===== src/rtl/fl_checkpoint_ctrl_pkg.sv =====
// Shared sizes and types for the integer free-list branch checkpoint controller.
package fl_checkpoint_ctrl_pkg;

  localparam int PRF_SIZE     = 64;
  localparam int PRF_IDX_W    = $clog2(PRF_SIZE);
  localparam int COMMIT_WIDTH = 4;
  localparam int NUM_CKPT     = 4;
  localparam int CKPT_IDX_W   = $clog2(NUM_CKPT);

  typedef logic [CKPT_IDX_W-1:0] ckpt_tag_t;
  typedef logic [NUM_CKPT-1:0]   ckpt_mask_t;
  typedef logic [PRF_SIZE-1:0]   prf_vec_t;

  // One-hot union of the registers freed by commit this cycle.
  function automatic prf_vec_t retire_to_mask(
    input logic [COMMIT_WIDTH-1:0]           valid,
    input logic [COMMIT_WIDTH*PRF_IDX_W-1:0] idx
  );
    prf_vec_t m;
    m = '0;
    for (int i = 0; i < COMMIT_WIDTH; i++) begin
      if (valid[i]) m[idx[i*PRF_IDX_W +: PRF_IDX_W]] = 1'b1;
    end
    return m;
  endfunction

endpackage


===== src/rtl/fl_checkpoint_ctrl_slot.sv =====
// One checkpoint slot: valid flag, free-list snapshot kept coherent with commit
// frees, and the mask of checkpoints that were live (older) when it was taken.
module fl_checkpoint_ctrl_slot
  import fl_checkpoint_ctrl_pkg::*;
(
  input  logic       clock,
  input  logic       reset,
  input  logic       alloc,
  input  prf_vec_t   alloc_snap,
  input  ckpt_mask_t alloc_older,
  input  logic       kill,
  input  ckpt_mask_t clr_older,
  input  prf_vec_t   retire_mask,
  output logic       valid,
  output prf_vec_t   snap,
  output ckpt_mask_t older_mask
);

  always_ff @(posedge clock) begin
    if (reset) begin
      valid      <= 1'b0;
      snap       <= '0;
      older_mask <= '0;
    end else if (alloc) begin
      valid      <= 1'b1;
      snap       <= alloc_snap & ~retire_mask;
      older_mask <= alloc_older;
    end else begin
      if (kill) valid <= 1'b0;
      if (valid) snap <= snap & ~retire_mask;
      older_mask <= older_mask & ~clr_older;
    end
  end

endmodule


===== src/rtl/fl_checkpoint_ctrl.sv =====
// Branch checkpoint controller beside the integer free list: allocates slots,
// tracks age via older masks, and restores the free list on mispredict.
module fl_checkpoint_ctrl
  import fl_checkpoint_ctrl_pkg::*;
(
  input  logic                              clock,
  input  logic                              reset,
  input  logic                              stall,
  input  logic                              ckpt_req,
  input  logic [PRF_SIZE-1:0]               ckpt_fl,
  output logic                              ckpt_grant,
  output logic [CKPT_IDX_W-1:0]             ckpt_tag,
  output logic                              ckpt_full,
  output logic [NUM_CKPT-1:0]               active_mask,
  input  logic                              br_valid,
  input  logic [CKPT_IDX_W-1:0]             br_tag,
  input  logic                              br_mispredict,
  input  logic [COMMIT_WIDTH-1:0]           retire_valid,
  input  logic [COMMIT_WIDTH*PRF_IDX_W-1:0] retire_prf,
  output logic                              recover,
  output logic [PRF_SIZE-1:0]               recover_fl
);

  ckpt_mask_t valid;
  prf_vec_t   snap  [NUM_CKPT];
  ckpt_mask_t older [NUM_CKPT];

  prf_vec_t   retire_mask;
  ckpt_mask_t alloc_vec, kill_vec, clr_older, alloc_older;
  logic       br_squash, resolve_ok, squash_hit;
  ckpt_tag_t  free_idx;

  assign retire_mask = retire_to_mask(retire_valid, retire_prf);
  assign br_squash   = br_valid & br_mispredict;
  // Resolves against a dead slot are dropped entirely.
  assign resolve_ok  = br_valid & ~br_mispredict & valid[br_tag];
  assign squash_hit  = br_squash & valid[br_tag];

  always_comb begin
    free_idx = '0;
    for (int j = NUM_CKPT - 1; j >= 0; j--) begin
      if (!valid[j]) free_idx = ckpt_tag_t'(j);
    end
  end

  assign ckpt_full   = &valid;
  assign ckpt_tag    = free_idx;
  assign ckpt_grant  = ckpt_req & ~stall & ~ckpt_full & ~br_squash;
  assign active_mask = valid;

  always_comb begin
    alloc_vec = '0;
    kill_vec  = '0;
    clr_older = '0;
    if (ckpt_grant) alloc_vec[free_idx] = 1'b1;
    if (resolve_ok) begin
      clr_older[br_tag] = 1'b1;
      kill_vec[br_tag]  = 1'b1;
    end
    // Squash the mispredicted slot and everything allocated after it.
    for (int j = 0; j < NUM_CKPT; j++) begin
      if (squash_hit && valid[j] && (ckpt_tag_t'(j) == br_tag || older[j][br_tag]))
        kill_vec[j] = 1'b1;
    end
  end

  assign alloc_older = valid & ~clr_older;

  for (genvar g = 0; g < NUM_CKPT; g++) begin : g_slot
    fl_checkpoint_ctrl_slot u_slot (
      .clock       (clock),
      .reset       (reset),
      .alloc       (alloc_vec[g]),
      .alloc_snap  (ckpt_fl),
      .alloc_older (alloc_older),
      .kill        (kill_vec[g]),
      .clr_older   (clr_older),
      .retire_mask (retire_mask),
      .valid       (valid[g]),
      .snap        (snap[g]),
      .older_mask  (older[g])
    );
  end

  always_ff @(posedge clock) begin
    if (reset) begin
      recover    <= 1'b0;
      recover_fl <= '0;
    end else begin
      recover <= squash_hit;
      if (squash_hit) recover_fl <= snap[br_tag] & ~retire_mask;
    end
  end

endmodule

===== config.mk =====
export PLATFORM = sky130hd
export DESIGN_NAME = fl_checkpoint_ctrl
export DESIGN_NICKNAME = d
export VERILOG_FILES = /design/src/rtl/fl_checkpoint_ctrl_pkg.sv /design/src/rtl/fl_checkpoint_ctrl_slot.sv /design/src/rtl/fl_checkpoint_ctrl.sv
export SDC_FILE = /design/constraint.sdc
export NUM_CORES = 1
export LEC_CHECK = 0
export ABC_AREA = 0
export BUFFER_PORTS_ARGS = -buffer_cell sky130_fd_sc_hd__buf_4
export CAP_MARGIN = 10
export CORE_UTILIZATION = 45
export DETAILED_ROUTE_END_ITERATION = 12
export PLACE_DENSITY = 0.71
export SKIP_CTS_REPAIR_TIMING = 1
export SLEW_MARGIN = 25
export SYNTH_ARGS = -nofsm -noshare
export SYNTH_HDL_FRONTEND = slang
export SYNTH_HIERARCHICAL = 1
export SYNTH_SLANG_ARGS = --single-unit

===== constraint.sdc =====
create_clock -name clock -period 2.5 [get_ports clock]
set_clock_uncertainty 0.2 [all_clocks]
set_input_delay 0.625 -clock clock [delete_from_list [all_inputs] [get_ports clock]]
set_output_delay 0.625 -clock clock [all_outputs]
set_load 0.05 [all_outputs]

* Word-level counts from Yosys, hierarchy flattened
Index checks and enable logic that the tools add are counted.
** Operators by class
- Order comparisons :: 13
- Reductions and logical operators :: 28
- Bitwise operators :: 28
- Eq/ne operators :: 3
- Multiplexer cells :: 59
** Operator list (number)
- $mux 64 :: 14
- $and 64x64->64 :: 6
- $or 64x64->64 :: 3
- $bmux 64 s2 :: 1
- $not 64->64 :: 1
- $lt 6x7->1 const B :: 4
- $demux 1 s6 :: 4
- $ge 6x1->1 const B :: 4
- $mux 4 :: 6
- $mux 1 :: 23
- $and 4x4->4 :: 5
- $reduce_bool 2->1 :: 8
- $logic_and 1x1->1 :: 14
- $bmux 1 s2 :: 5
- $mux 2 :: 4
- $and 1x1->1 :: 7
- $lt 2x3->1 const B :: 2
- $demux 1 s2 :: 2
- $eq 2x2->1 const A :: 2
- $ge 2x1->1 const B :: 2
- $logic_or 1x1->1 :: 4
- $not 1->1 :: 4
- $not 4->4 :: 1
- $reduce_and 4->1 :: 1
- other kinds (4) :: 4
** Storage, ports and cells
- Output and inout port bits :: 73
- Logic and storage cells :: 145
- Input port bits :: 100
- Register bits :: 341

* Depth between registers and ports, before layout
- Depth in word-level cells :: 15
- Gate-level depth with buffers :: 11
- Gate-level depth less buffers :: 6

* Modules after synthesis
The synthesis kept the hierarchy.
** Modules (own cells, without submodules)
- fl_checkpoint_ctrl_slot :: cells an instance 370, sequential area each 1381.3 µm², area each 3150.5 µm², instances 4
- fl_checkpoint_ctrl :: cells an instance 771, sequential area each 1301.2 µm², area each 6870.3 µm², instances 1

* Worst setup path after synthesis
No wires, ideal clock.
- Kind :: input to output
- Start :: input port br_mispredict
- End :: output port ckpt_grant
- Path slack :: -465 ps
- Stages on the path :: 4
- Path buffers :: 1
- Data arrival time :: 2140 ps
- Data required time :: 1675 ps
- Cell sequence :: and2_1 > clkbuf_1 > or3b_2 > nor2_1
** Between the ends
- Longest elaborated chain between the ends :: 3
** RTL lines
- start, declared :: line fl_checkpoint_ctrl.sv:17 : input logic br_mispredict,
- $and 1x1->1 :: line fl_checkpoint_ctrl.sv:34 : assign br_squash = br_valid & br_mispredict;
- $not 1->1 :: line fl_checkpoint_ctrl.sv:48 : assign ckpt_grant = ckpt_req & ~stall & ~ckpt_full & ~br_squash;
- $and 1x1->1 :: line fl_checkpoint_ctrl.sv:48
- end, declared :: line fl_checkpoint_ctrl.sv:11 : output logic ckpt_grant,
No other way between the ends.

* Final worst setup path
- Start :: input port retire_prf[18]
- End :: register g_slot[0].u_slot.snap[40]
** Between the ends
- Longest elaborated chain between the ends :: 10
- Elaborated cells between the ends (all ways) :: 12
- Classes of those cells :: order compare: 2; mux: 5; bitwise: 4; reduce/logical: 1
** RTL lines
- start, declared :: line fl_checkpoint_ctrl.sv:19 : input logic [COMMIT_WIDTH*PRF_IDX_W-1:0] retire_prf,
- $lt 6x7->1 (not written as such) / $ge 6x1->1 (equally long branches) :: line fl_checkpoint_ctrl_pkg.sv:22 : if (valid[i]) m[idx[i*PRF_IDX_W +: PRF_IDX_W]] = 1'b1;
- $logic_and 1x1->1 (not written as such) :: line fl_checkpoint_ctrl_pkg.sv:22
- $mux 1 (not written as such) :: line fl_checkpoint_ctrl_pkg.sv:22
- $demux 1 s6 (*) :: line fl_checkpoint_ctrl_pkg.sv:22
- $or 64x64->64 (no source line) (*)
- $mux 64 (*) :: line fl_checkpoint_ctrl_pkg.sv:22
- named net retire_mask[40] :: line fl_checkpoint_ctrl.sv:28 : prf_vec_t retire_mask;
- $not 64->64 (*) :: line fl_checkpoint_ctrl_slot.sv:26, fl_checkpoint_ctrl_slot.sv:30
- $and 64x64->64 :: line fl_checkpoint_ctrl_slot.sv:30 : if (valid) snap <= snap & ~retire_mask;
- $mux 64 :: line fl_checkpoint_ctrl_slot.sv:30
- $mux 64 (*) :: line fl_checkpoint_ctrl_slot.sv:24 : end else if (alloc) begin
- end signal, assigned :: line fl_checkpoint_ctrl_slot.sv:26 : snap <= alloc_snap & ~retire_mask;
- end signal, assigned :: line fl_checkpoint_ctrl_slot.sv:30
- end, declared :: line fl_checkpoint_ctrl_slot.sv:15 : output prf_vec_t snap,
The timed path passes the listed nets; every way through them passes the cells marked *. The select of a mux whose other input is x is not followed.
A chain may end at the register's enable or synchronous reset.

==> flow_metrics.env <==
export IMPL_die_h_um=209
export IMPL_wirelength_um=70200
export IMPL_vias_per_cell=6.47
export IMPL_cpMaxStageDelayCell="nor3_1"
export IMPL_cp_startpoint="retire_prf[18]"
export IMPL_drt_iter0_drc=2055
export IMPL_p_per_area_nw_per_um2=545
export IMPL_cts_tree="done"
export IMPL_rsz0062_at_grt="false"
export IMPL_core_area_um2=42100
export IMPL_p_leak_nw=7.82
export IMPL_htreeDepth=2
export IMPL_grt_total_usage_pct=31.4
export IMPL_port_buffer_count=172
export IMPL_worst_setup_path_type="input port to flip-flop"
export IMPL_die_w_um=209
export IMPL_avgSynthCellArea_um2=8.65
export IMPL_dieArea_um2=43800
export IMPL_placed_cell_area_um2=21700
export IMPL_setup_viol=0
export IMPL_syn_area_um2=19300
export IMPL_gp_congestion=1.04
export IMPL_worst_r2r_path_depth=5
export IMPL_num_vias=19200
export IMPL_final_net_count=2500
export IMPL_peakVddDrop_v=0.000343
export IMPL_grt_max_degree=73
export IMPL_fin_area_um2=23000
export IMPL_min_path_type="input port to flip-flop"
export IMPL_rr_startpoint="g_slot[1].u_slot/valid$_SDFFE_PP0P_"
export IMPL_ioPinCount=173
export IMPL_final_hold_viol_count=0
export IMPL_start_util_pct=45.9
export IMPL_clk_latency_ns=0.56
export IMPL_grt_pass1_wl_um=107000
export IMPL_clkTransAtPathRegs_ns=0.06
export IMPL_placed_cells=2897
export IMPL_clock_sinks=337
export IMPL_run_status="finished clean"
export IMPL_min_period_ns=2.48
export IMPL_critPathLaunchType="input port"
export IMPL_max_clock_freq_ghz=0.404
export IMPL_antenna_found_initial=6
export IMPL_cts_buffers=40
export IMPL_cp_end_kind="flip-flop"
export IMPL_r2r_end="recover_fl[18]$_SDFFE_PP0P_"
export IMPL_synthCells=2235
export IMPL_ys_warn_count=6
export IMPL_instances_no_fill=2971
export IMPL_slew_headroom_pct=30.9
export IMPL_power_total_mw=12.6
export IMPL_worst_pin_slew_ns=1.03
export IMPL_cp_cell_sequence="buf_4 > buf_4 > nor3_1 > a22oi_1 > nand2_1 > nand2_1 > nand3b_1 > a21oi_1"
export IMPL_cp_data_arrival_time_ns=2.71
export IMPL_worstSetupEndpoint="g_slot[0].u_slot/snap[40]$_SDFFE_PP0P_"
export IMPL_setup_tns_ns=0
export IMPL_routedWlPerCell_um=23.6
export IMPL_layout_drive_gt1_share_pct=20.6
export IMPL_hpwl_um=48000
export IMPL_rows=75
export IMPL_root_buffer="clkbuf_16"
export IMPL_slew_violations=0
export IMPL_ant_nets=0
export IMPL_fin_crit_sh_pct=99.1
export IMPL_fill_cells=3845
export IMPL_worst_path_max_fanout=15
export IMPL_drc=0
export IMPL_worstPathRequired_ns=2.73
export IMPL_max_stage_delay_ns=0.80
export IMPL_first_pass_iters=7
export IMPL_syn_nets=2335
export IMPL_maxCapViolations=0
export IMPL_area_growth_pct=19.1
export IMPL_overflow=0
export IMPL_finish_utilization_pct=54.7
export IMPL_rrSetupSlack_ns=0.36
export IMPL_clk_path_buf_depth=3
export IMPL_first_global_vias=18300
per-stage QoR:
step	hold slack [ns]	setup slack [ns]
after floorplan	0.253	-0.0454
after global placement	0.245	-0.729
after detailed placement	0.247	-0.551
after CTS	0.149	0.0127
after global routing	0.167	0.00196
final	0.166	0.0236
layer usage:
metal	part of all wire (%)	GRT usage (%)	wire length, um
met1	41	41.0	28600
met2	46	50.2	32600
met3	8.4	5.02	5870
met4	4.4	15.9	3100
met5	0.034	0	24
flip-flops by register name (all words and copies together), names as in the netlist:
register	count
g_slot.u_slot/snap	256
recover_fl	64
g_slot.u_slot/older_mask	12
g_slot.u_slot/valid	4
recover	1
placed cells by master, fill, tap and decap left out, drive strengths merged, types with 9 or more instances in the layout:
cell,n
nand4,26
nor3b,33
nor4bb,13
and3b,17
and3,35
a22oi,94
a32oi,39
clkbuf,58
a22o,17
or3,9
dfxtp,337
nand2,351
nor2,51
mux4,65
or2,9
buf,335
a21oi,313
nand3b,514
nand3,11
and4b,21
nor3,11
critical path, delay by kind of cell:
family,cells,cell delay (ns)
simple gates,4,1.38
compound gates,2,0.42
buf+inv,2,0.29
worst min-delay path by stage:
stage | start | to | slack [ns] | cells past startpoint
after global placement | recover_fl[31]$_SDFFE_PP0P_ | recover_fl[31]$_SDFFE_PP0P_ | 0.24 | 2
after floorplan | g_slot[2].u_slot/snap[57]$_SDFFE_PP0P_ | g_slot[2].u_slot/snap[57]$_SDFFE_PP0P_ | 0.25 | 2
after global routing | ckpt_fl[45] | g_slot[3].u_slot/snap[45]$_SDFFE_PP0P_ | 0.17 | 3
after CTS | ckpt_fl[41] | g_slot[0].u_slot/snap[41]$_SDFFE_PP0P_ | 0.15 | 3
final | ckpt_fl[54] | g_slot[0].u_slot/snap[54]$_SDFFE_PP0P_ | 0.17 | 3
after detailed placement | recover_fl[11]$_SDFFE_PP0P_ | recover_fl[11]$_SDFFE_PP0P_ | 0.25 | 2
cell type report:
cell class                 count  area (um^2)  area share, %
multi-input combinational   1681        11500           49.9
clock buffer                  58         1160           5.04
antenna                        4         10.0         0.0435
timing repair buffer         335         2790           12.1
clock inverter                12          138          0.598
inverter                       5         18.8         0.0815
tap                          539          674           2.93
sequential                   337         6750           29.3
power breakdown:
part | internal [mW] | total, mW | switching [mW]
Sequential | 5.43 | 5.47 | 0.0362
Combinational | 0.495 | 1.25 | 0.753
Clock | 3.52 | 5.84 | 2.33
Note: power is estimated with default switching activity, not from simulation.
